--- config.mk ---
export PLATFORM = sky130hd
export DESIGN_NAME = mac_sequencer_flat
export DESIGN_NICKNAME = d
export VERILOG_FILES = /design/src/rtl/mac_pkg.sv /design/src/rtl/mac_sequencer_if.sv /design/src/rtl/mac_datapath.sv /design/src/rtl/mac_sequencer.sv /design/src/flat_wrapper.sv
export SDC_FILE = /design/constraint.sdc
export NUM_CORES = 1
export LEC_CHECK = 0
export CORE_ASPECT_RATIO = 0.75
export CORE_MARGIN = 3
export CORE_UTILIZATION = 60
export DETAILED_ROUTE_END_ITERATION = 8
export MAX_ROUTING_LAYER = met4
export PLACE_DENSITY = 0.82
export SYNTH_ARGS = -nofsm -noshare
export SYNTH_HDL_FRONTEND = slang
export SYNTH_HIERARCHICAL = 1
export SYNTH_SLANG_ARGS = --single-unit
--- constraint.sdc ---
create_clock -name CLK -period 6.2 [get_ports CLK]
set_input_delay 0.62 -clock CLK [delete_from_list [all_inputs] [get_ports CLK]]
set_output_delay 0.62 -clock CLK [all_outputs]
set_load 0.005 [all_outputs]
--- src/rtl/mac_pkg.sv ---
// Shared types and constants for the signed 8-bit dot-product sequencer.
package mac_pkg;

  typedef enum logic [1:0] {
    IDLE  = 2'd0,
    RUN   = 2'd1,
    DRAIN = 2'd2,
    DONE  = 2'd3
  } state_e;

  localparam int ACC_W_DEF = 16;
  localparam int LEN_W_DEF = 8;
  localparam int DRAIN_LEN = 2;

  function automatic logic signed [63:0] sat_max(input int w);
    return (64'sd1 <<< (w - 1)) - 64'sd1;
  endfunction

  function automatic logic signed [63:0] sat_min(input int w);
    return -(64'sd1 <<< (w - 1));
  endfunction

endpackage

--- src/rtl/mac_sequencer_if.sv ---
// Job, operand-stream and result handshakes of mac_sequencer.
interface mac_sequencer_if #(
  parameter int ACC_W = 16,
  parameter int LEN_W = 8
);
  logic                    START;
  logic [LEN_W-1:0]        LEN;
  logic                    BUSY;
  logic signed [7:0]       A_IN;
  logic signed [7:0]       B_IN;
  logic                    IN_VALID;
  logic                    IN_READY;
  logic signed [ACC_W-1:0] O;
  logic                    O_VALID;
  logic                    O_READY;
  logic                    OVF;

  modport master (
    output START, LEN, A_IN, B_IN, IN_VALID, O_READY,
    input  BUSY, IN_READY, O, O_VALID, OVF
  );

  modport slave (
    input  START, LEN, A_IN, B_IN, IN_VALID, O_READY,
    output BUSY, IN_READY, O, O_VALID, OVF
  );
endinterface

--- src/rtl/mac_datapath.sv ---
// Operand register -> signed multiplier -> saturating accumulator, with a
// valid bit riding along each stage so bubbles add nothing.
module mac_datapath
  import mac_pkg::*;
#(
  parameter int ACC_W = ACC_W_DEF
) (
  input  logic                    clk,
  input  logic                    rst_n,
  input  logic                    clr_i,
  input  logic                    fire_i,
  input  logic signed [7:0]       a_i,
  input  logic signed [7:0]       b_i,
  output logic signed [ACC_W-1:0] acc_o,
  output logic                    ovf_o
);
  localparam int STAGES = 2;
  localparam logic signed [63:0] MAX64 = sat_max(ACC_W);
  localparam logic signed [63:0] MIN64 = sat_min(ACC_W);
  localparam logic signed [ACC_W:0] MAXV = MAX64[ACC_W:0];
  localparam logic signed [ACC_W:0] MINV = MIN64[ACC_W:0];

  logic [STAGES:1]         vld_pipe;
  logic signed [7:0]       a_q, b_q;
  logic signed [15:0]      prod_q, mul;
  logic signed [ACC_W-1:0] acc_q;
  logic                    ovf_q;
  logic signed [ACC_W:0]   sum;

  assign mul = a_q * b_q;
  // One guard bit is enough: |product| <= 2^14 and the accumulator is clamped.
  assign sum = $signed({acc_q[ACC_W-1], acc_q})
             + $signed({{(ACC_W+1-16){prod_q[15]}}, prod_q});

  always_ff @(posedge clk or negedge rst_n) begin
    if (!rst_n) begin
      vld_pipe <= '0;
      a_q      <= '0;
      b_q      <= '0;
      prod_q   <= '0;
      acc_q    <= '0;
      ovf_q    <= 1'b0;
    end else begin
      vld_pipe <= {vld_pipe[STAGES-1:1], fire_i};
      if (fire_i) begin
        a_q <= a_i;
        b_q <= b_i;
      end
      if (vld_pipe[1]) prod_q <= mul;
      if (clr_i) begin
        acc_q <= '0;
        ovf_q <= 1'b0;
      end else if (vld_pipe[2]) begin
        if (sum > MAXV) begin
          acc_q <= MAXV[ACC_W-1:0];
          ovf_q <= 1'b1;
        end else if (sum < MINV) begin
          acc_q <= MINV[ACC_W-1:0];
          ovf_q <= 1'b1;
        end else begin
          acc_q <= sum[ACC_W-1:0];
        end
      end
    end
  end

  assign acc_o = acc_q;
  assign ovf_o = ovf_q;
endmodule

--- src/rtl/mac_sequencer.sv ---
// Job FSM, pair/drain counters and handshakes around mac_datapath.
module mac_sequencer
  import mac_pkg::*;
#(
  parameter int ACC_W = ACC_W_DEF,
  parameter int LEN_W = LEN_W_DEF
) (
  input  logic          CLK,
  input  logic          RESETN,
  mac_sequencer_if.slave bus
);
  state_e           state_q, state_d;
  logic [LEN_W-1:0] cnt_q, cnt_d;
  logic [1:0]       dcnt_q, dcnt_d;
  logic             busy_q, in_ready_q, o_valid_q;
  logic             clr, fire;

  always_ff @(posedge CLK or negedge RESETN) begin
    if (!RESETN) begin
      state_q    <= IDLE;
      cnt_q      <= '0;
      dcnt_q     <= '0;
      busy_q     <= 1'b0;
      in_ready_q <= 1'b0;
      o_valid_q  <= 1'b0;
    end else begin
      state_q    <= state_d;
      cnt_q      <= cnt_d;
      dcnt_q     <= dcnt_d;
      busy_q     <= (state_d != IDLE);
      in_ready_q <= (state_d == RUN);
      // Result becomes visible one cycle after DONE is entered, once the
      // accumulator has settled; it drops on the consuming handshake.
      o_valid_q  <= (state_q == DONE) && (state_d == DONE);
    end
  end

  always_comb begin
    state_d = state_q;
    cnt_d   = cnt_q;
    dcnt_d  = dcnt_q;
    clr     = 1'b0;
    fire    = 1'b0;
    case (state_q)
      IDLE: begin
        if (bus.START) begin
          clr = 1'b1;
          if (bus.LEN != '0) begin
            cnt_d   = bus.LEN;
            state_d = RUN;
          end else begin
            state_d = DONE;
          end
        end
      end
      RUN: begin
        fire = bus.IN_VALID && in_ready_q;
        if (fire) begin
          cnt_d = cnt_q - 1'b1;
          if (cnt_q == LEN_W'(1)) begin
            state_d = DRAIN;
            dcnt_d  = 2'(DRAIN_LEN - 1);
          end
        end
      end
      DRAIN: begin
        if (dcnt_q == '0) state_d = DONE;
        else              dcnt_d  = dcnt_q - 1'b1;
      end
      DONE: begin
        if (o_valid_q && bus.O_READY) state_d = IDLE;
      end
      default: state_d = IDLE;
    endcase
  end

  mac_datapath #(.ACC_W(ACC_W)) u_dp (
    .clk    (CLK),
    .rst_n  (RESETN),
    .clr_i  (clr),
    .fire_i (fire),
    .a_i    (bus.A_IN),
    .b_i    (bus.B_IN),
    .acc_o  (bus.O),
    .ovf_o  (bus.OVF)
  );

  assign bus.BUSY     = busy_q;
  assign bus.IN_READY = in_ready_q;
  assign bus.O_VALID  = o_valid_q;
endmodule

--- src/flat_wrapper.sv ---
// flat-port wrapper written by rule: the top's interface ports become plain ports
module mac_sequencer_flat import mac_pkg::*;
#(
  parameter int ACC_W = ACC_W_DEF,
  parameter int LEN_W = LEN_W_DEF
)
  (CLK, RESETN, bus_START, bus_LEN, bus_A_IN, bus_B_IN, bus_IN_VALID, bus_O_READY, bus_BUSY, bus_IN_READY, bus_O, bus_O_VALID, bus_OVF);
  mac_sequencer_if #(.ACC_W(ACC_W), .LEN_W(LEN_W)) bus_i ();
  input  logic CLK;
  input  logic RESETN;
  input wire logic [$bits(bus_i.START)-1:0] bus_START;
  input wire logic [$bits(bus_i.LEN)-1:0] bus_LEN;
  input wire logic [$bits(bus_i.A_IN)-1:0] bus_A_IN;
  input wire logic [$bits(bus_i.B_IN)-1:0] bus_B_IN;
  input wire logic [$bits(bus_i.IN_VALID)-1:0] bus_IN_VALID;
  input wire logic [$bits(bus_i.O_READY)-1:0] bus_O_READY;
  output wire logic [$bits(bus_i.BUSY)-1:0] bus_BUSY;
  output wire logic [$bits(bus_i.IN_READY)-1:0] bus_IN_READY;
  output wire logic [$bits(bus_i.O)-1:0] bus_O;
  output wire logic [$bits(bus_i.O_VALID)-1:0] bus_O_VALID;
  output wire logic [$bits(bus_i.OVF)-1:0] bus_OVF;
  assign bus_i.START = bus_START;
  assign bus_i.LEN = bus_LEN;
  assign bus_i.A_IN = bus_A_IN;
  assign bus_i.B_IN = bus_B_IN;
  assign bus_i.IN_VALID = bus_IN_VALID;
  assign bus_i.O_READY = bus_O_READY;
  assign bus_BUSY = bus_i.BUSY;
  assign bus_IN_READY = bus_i.IN_READY;
  assign bus_O = bus_i.O;
  assign bus_O_VALID = bus_i.O_VALID;
  assign bus_OVF = bus_i.OVF;
  mac_sequencer #(.ACC_W(ACC_W), .LEN_W(LEN_W)) u_core (.CLK(CLK), .RESETN(RESETN), .bus(bus_i));
endmodule
==> results of run 1 <==
-- final timing paths --
| path | from | to | cells after the start |
|---|---|---|---|
| min in group CLK | u_core/dcnt_q[0]$_DFFE_PN0P_ | u_core/dcnt_q[0]$_DFFE_PN0P_ | 1 |
| setup / recovery | u_core/u_dp/b_q[4]$_DFFE_PN0P_ | u_core/u_dp/prod_q[15]$_DFFE_PN0P_ | 17 |
| setup reg to reg | u_core/u_dp/b_q[4]$_DFFE_PN0P_ | u_core/u_dp/prod_q[15]$_DFFE_PN0P_ | 17 |
| max in group asynchronous | RESETN | u_core/u_dp/prod_q[8]$_DFFE_PN0P_ | 2 |
| hold / removal | RESETN | u_core/state_q[0]$_DFF_PN0_ | 2 |
| hold reg to reg | u_core/dcnt_q[0]$_DFFE_PN0P_ | u_core/dcnt_q[0]$_DFFE_PN0P_ | 1 |
-- cells by family after synthesis --
family | synth area share
simple gates | 0.147
compound gates | 0.159
buf+inv | 0.0771
fa+ha+maj | 0.274
flops | 0.263
mux | 0.0464
xor+xnor | 0.0337
-- layout by cell type (no fill, tap or decap), types with 9 or more instances in the layout --
cell type,synthesis,final
inv_1,102,102
dfrtp_1,66,66
fa_1,56,56
ha_1,48,48
clkdlybuf4s50_1,0,47
and2_1,47,47
nand2_1,41,41
nor2_1,29,29
mux2_2,25,25
a21oi_1,21,21
o21ai_0,16,16
xnor2_1,16,16
a211oi_1,15,15
o31ai_1,14,14
clkbuf_16,0,9
nand2b_1,9,9
-- registers in the layout, summed over array words and instances, names as in the netlist, 2 cells and up --
| register | flops |
|---|---|
| u_core/u_dp/b_q | 8 |
| u_core/u_dp/vld_pipe | 2 |
| u_core/u_dp/prod_q | 16 |
| u_core/state_q | 2 |
| u_core/u_dp/a_q | 8 |
| u_core/dcnt_q | 2 |
| u_core/cnt_q | 8 |
| u_core/u_dp/acc_o | 16 |
-- per-stage QoR --
stage                      util  total power, mW
after detailed placement  0.690             3.92
after global routing      0.719             4.92
after floorplan               -             3.24
after global placement    0.690             3.82
after CTS                 0.719             4.45
final                     0.719             4.46
-- per-layer routing --
layer	wire, um	vias up	share of wire	global-route usage
met5	0	-	0	-
met4	177	0	0.013	0.0556
met3	942	19	0.067	0.0647
met2	6310	172	0.45	0.400
met1	6580	2377	0.47	0.375
li1	-	2275	-	-
-- where the power goes --
group | internal [mW] | leakage, nW | switching [mW] | total, mW
registers | 0.578 | 0.743 | 0.130 | 0.707
logic | 1.48 | 2.38 | 1.78 | 3.27
clock network | 0.281 | 0.131 | 0.203 | 0.484
-- cell type report --
| cell class | instances | share of cell area |
|---|---|---|
| clock inverter | 6 | 0.00579 |
| multi-input combinational | 458 | 0.581 |
| tap | 132 | 0.0231 |
| timing repair buffer | 52 | 0.0708 |
| clock buffer | 10 | 0.0335 |
| inverter | 103 | 0.0542 |
| sequential | 66 | 0.231 |
-- worst register-to-register path: cells and delay by family, from the launching register on --
kind / cells / cell delay (ns)
AND/OR/NAND/NOR: 2 / 0.38
AO/OA/AOI/OAI: 4 / 0.97
multiplexers: 1 / 0.26
adder cells (fa/ha/maj): 5 / 2.43
XOR/XNOR: 1 / 0.15
flip-flops: 1 / 0.48
buffers and inverters: 4 / 0.21
==> out/qor.yml, run 1 <==
timing:
  fin_skew_ns: 0.00438
  final.period_utilization: 0.805
  worst_pin_slew_ns: 0.865
  max_freq_ghz: 0.200
  whs_ns: 0.478
  slew_headroom: 0.423
  finalSetupViolations: 0
  final_max_slew_viol_count: 0
  finalHoldViolCount: 0
  fin_crit_ns: 4.99
  rsz0062_at_grt: "false"
  timing.setup.tns_ns: 0
  fin_ws_ns: 1.21
synth:
  synth_top_cells_by_area: "dfrtp_1, fa_1, ha_1"
  synthCells: 642
  synth_flop_cell: "dfrtp_1"
  yosys.area.top_type_share: 0.263
  syn-num-nets: 775
  synth_top_cell_by_area: "dfrtp_1"
  synth-seq-area-share: 0.263
  synth_enable_flop_cells: 0
  synth_commonest_cells: "inv_1, dfrtp_1, fa_1"
  ys_warn_count: 6
  ys_seq_elements: 66
  async_flop_share: 1.00
  yosysMostFrequentCell: "inv_1"
  synth_area_per_cell_sq_um: 9.79
  ys_types: 69
  syn_area_sq_mm: 0.00628
route:
  totalWireLength_um: 14000
  vias: 4843
  dr.first_iter.drc_count: 395
  routedWlPerCell_um: 16.9
  drc_errors: 0
  first_pass_iters: 4
  viasPerCell: 5.86
  ant_nets: 0
global_routing:
  grt_remaining_overflow: 0
  antenna_found_initial: 0
  grt_max_degree: 67
  grt_use_total: 0.268
  first_global_vias: 4891
  grt_pass1_wl_um: 23800
clock_network:
  numCtsBuffers: 9
  cts.clk_slew.worst_paths_ns: 0.06
  cts-root-buf: "clkbuf_16"
  postCtsResizedCells: 0
  insertion_delay_ns: 0.34
  cts.sinks: 66
  hold_buffers: 0
  clockBufferDepth: 2
  tritoncts: "yes"
  postCtsSetupBuffers: 0
  cts_htree_levels: 3
placed_design:
  dpl_cell_area_sq_mm: 0.00686
  dp.cells: 811
  gp_congestion: 0.964
  place_hpwl_um: 10700
  port_buffers: 48
  pre_cts_slack_ns: 1.30
floorplan:
  core_area_sq_mm: 0.00993
  chipHeight_um: 94.6
  num_rows: 31
  dieArea_sq_mm: 0.0117
  fp.dieW_um: 124
  start_util: 0.633
  boundaryPins: 49
layout:
  multi_input_area_sq_mm: 0.00415
  fin_cells: 827
  area_delta_synth_final_pct: 13.6
  fin_area_sq_mm: 0.00714
  diodes: 0
  nets: 823
  drive_gt1_frac: 0.0950
  regArea_sq_mm: 0.00165
  nFillCells: 773
setup_path:
  crit_required_ns: 6.42
  cpLargestDelayFamily: "adder cells"
  end_kind: "register"
  path_buf_inv: 4
  rrSetupSlack_ns: 1.21
  path_cells: "and2_1, fa_1, inv_1, fa_1, inv_1, fa_1, inv_1, fa_1, inv_1, ha_1, and2_1, a31oi_1, a21oi_1, a211oi_1, a21oi_1, xnor2_1, mux2_2"
  crit_arrival_ns: 5.21
  cpPeakStageDelay_ns: 0.55
  cp_max_fo: 9
  cp_slowest_cell: "fa_1"
  worstSetupStartpointType: "register"
  worstSetupPathType: "reg2reg"
power:
  power.leakage_nw: 3.25
  vdd_ir_drop_max_v: 0.000399
  cellPowerDensity_mw_per_mm2: 625
outcome:
  status: "completed"
hold_path:
  min_path_type: "in2async"
job:
  drv_cap: 0
(Power assumes the default switching activity.)
==> inputs of run 2 (changes only) <==
==> constraint.sdc (replaced) <==
create_clock -name CLK -period 4.9 [get_ports CLK]
set_input_delay 0.49 -clock CLK [delete_from_list [all_inputs] [get_ports CLK]]
set_output_delay 0.49 -clock CLK [all_outputs]
set_load 0.005 [all_outputs]
==> run 2 against run 1 <==
Compared with the run above: hold slack worse by 0.12 ns; worst setup slack worse by 1.0 ns; sequential power up 25%; sequential share of layout area down 0.37 points; die area unchanged; total power up 29%; cell count up 1.5%; core utilization up 1.4 points; routed wire length up 1.6%; cell area up 2.0%; critical endpoint unchanged; largest cell class unchanged.
==> out/qor.yml, run 2 (synthesis results as in run 1) <==
outcome:
  status: "completed"
setup_path:
  crit_arrival_ns: 4.93  # -0.28 ns
  worstSetupStartpointType: "register"
  cp_max_fo: 9  # unchanged
  end_kind: "register"
  crit_required_ns: 5.12  # -1.30 ns
  worstSetupPathType: "reg2reg"
floorplan:
  start_util: 0.633  # unchanged
  chipHeight_um: 94.6  # unchanged
  dieArea_sq_mm: 0.0117  # unchanged
  boundaryPins: 49  # unchanged
  core_area_sq_mm: 0.00993  # unchanged
  num_rows: 31  # unchanged
  fp.dieW_um: 124  # unchanged
timing:
  final_max_slew_viol_count: 0  # unchanged
  fin_skew_ns: 0.00939  # +0.00501 ns
  worst_pin_slew_ns: 0.876  # +0.0116 ns
  finalSetupViolations: 0  # unchanged
  final.period_utilization: 0.961  # +0.156
  slew_headroom: 0.416  # -0.00771
  fin_crit_ns: 4.71  # -0.281 ns
  max_freq_ghz: 0.212  # +6.0%
  finalHoldViolCount: 0  # unchanged
  timing.setup.tns_ns: 0  # unchanged
route:
  ant_nets: 0  # unchanged
  vias: 4955  # +2.3%
  viasPerCell: 5.91  # +0.85%
  first_pass_iters: 5  # +1
  totalWireLength_um: 14200  # +1.6%
  routedWlPerCell_um: 17.0  # +0.12%
  drc_errors: 0  # unchanged
  dr.first_iter.drc_count: 334  # -15%
clock_network:
  cts_htree_levels: 3  # unchanged
  cts-root-buf: "clkbuf_16"
  tritoncts: "yes"
  hold_buffers: 0  # unchanged
  cts.sinks: 66  # unchanged
  clockBufferDepth: 2  # unchanged
  numCtsBuffers: 9  # unchanged
  cts.clk_slew.worst_paths_ns: 0.06  # about the same
  insertion_delay_ns: 0.33  # about the same
power:
  internal_power_mw: 3.05  # +30%
  vdd_ir_drop_max_v: 0.000543  # +36%
  seqPwrFrac: 0.154  # -0.005
  power.leakage_nw: 3.33  # +2.3%
  swShare: 0.470  # -0.00406
  cellPowerDensity_mw_per_mm2: 791  # +27%
  clockPowerShare: 0.117  # +0.008
  switchingPower_mw: 2.71  # +28%
  p_comb_frac: 0.729  # -0.004
global_routing:
  antenna_found_initial: 0  # unchanged
  grt_pass1_wl_um: 23700  # -0.41%
  grt_max_degree: 67  # unchanged
  first_global_vias: 4934  # +0.88%
  grt_remaining_overflow: 0  # unchanged
  grt_use_total: 0.264  # -0.00386
placed_design:
  dpl_cell_area_sq_mm: 0.00695  # +1.3%
  place_hpwl_um: 10800  # +0.50%
  port_buffers: 48  # unchanged
  dp.cells: 823  # +1.5%
  gp_congestion: 0.932  # -3.2%
layout:
  area_delta_synth_final_pct: 15.9
  diodes: 0  # unchanged
  fin_cells: 839  # +1.5%
  final_common_cell: "inv_1"
  drive_gt1_frac: 0.126  # +0.0309
  final_util: 0.733  # +0.0145
  nFillCells: 711  # -8.0%
  nets: 835  # +1.5%
  final_cell_mix: "inv_1, dfrtp_1, fa_1"
  fin_area_sq_mm: 0.00728  # +2.0%
job:
  drv_cap: 0  # unchanged
hold_path:
  min_path_type: "in2async"
run 2: changes by cell type in the layout (fill, tap and decap cells not counted), sizes merged:
cell and delta:
buf +12, clkinvlp -3, inv +2, bufinv +1
run 2: worst paths after layout:
path	end	slack [ns]	start	depth (start not counted)
hold / removal	u_core/bus.O_VALID$_DFF_PN0_	0.35	RESETN	2
max in group asynchronous	u_core/u_dp/b_q[2]$_DFFE_PN0P_	3.91	RESETN	2
setup reg to reg	u_core/u_dp/prod_q[15]$_DFFE_PN0P_	0.19	u_core/u_dp/a_q[7]$_DFFE_PN0P_	17
setup / recovery	u_core/u_dp/prod_q[15]$_DFFE_PN0P_	0.19	u_core/u_dp/a_q[7]$_DFFE_PN0P_	17
min in group CLK	u_core/dcnt_q[0]$_DFFE_PN0P_	0.49	u_core/dcnt_q[0]$_DFFE_PN0P_	1
hold reg to reg	u_core/dcnt_q[0]$_DFFE_PN0P_	0.49	u_core/dcnt_q[0]$_DFFE_PN0P_	1
run 2: metrics by stage:
stage                     setup WS, ns  total power [mW]  hold slack (ns)
after global routing          -0.00172              6.31            0.421
after detailed placement        0.0278              4.96            0.483
after floorplan                  0.362              4.10            0.194
after global placement           0.164              4.83            0.464
final                            0.192              5.76            0.354
after CTS                       0.0217              5.69            0.390
run 2: critical path, cell delays in order (launching register included):
cell      delay (ns)
dfrtp_2         0.46
and2_1          0.21
fa_1            0.54
inv_1           0.06
fa_1            0.50
inv_1           0.05
fa_1            0.48
inv_1           0.05
fa_1            0.53
inv_1           0.05
ha_1            0.33
and2_1          0.19
a31oi_2         0.21
a21oi_2         0.11
a211oi_2        0.29
a21oi_1         0.12
xnor2_1         0.15
mux2_2          0.26
run 2: power groups by stage:
stage / combinational [mW] / sequential [mW] / clock [mW]
floorplan: 3.26 / 0.849 / 0
global placement: 3.95 / 0.882 / 0
detailed placement: 4.07 / 0.888 / 0
CTS: 4.12 / 0.880 / 0.685
global route: 4.69 / 0.907 / 0.711
finish: 4.20 / 0.884 / 0.675
run 2: per-layer routing:
layer,wire length (um),track usage,vias up
li1,-,-,2295
met1,6680,0.375,2466
met2,6580,0.400,177
met3,852,0.0557,17
met4,127,0.0447,0
met5,0,-,-
run 2: area by class of cell:
| type | instances | area (sq um) | share of cell area |
|---|---|---|---|
| Multi-Input combinational cell | 458 | 4170 | 0.572 |
| Inverter | 103 | 387 | 0.0531 |
| Clock buffer | 10 | 239 | 0.0328 |
| Sequential cell | 66 | 1660 | 0.228 |
| Timing Repair Buffer | 64 | 596 | 0.0818 |
| Clock inverter | 6 | 70.1 | 0.00963 |
| Tap cell | 132 | 165 | 0.0227 |
run 2: timing repair:
action / 4_1_cts / 5_1_grt
endpoints found under the setup margin: 0 / 2
resized for setup: 0 / 11
setup buffers: 0 / 0
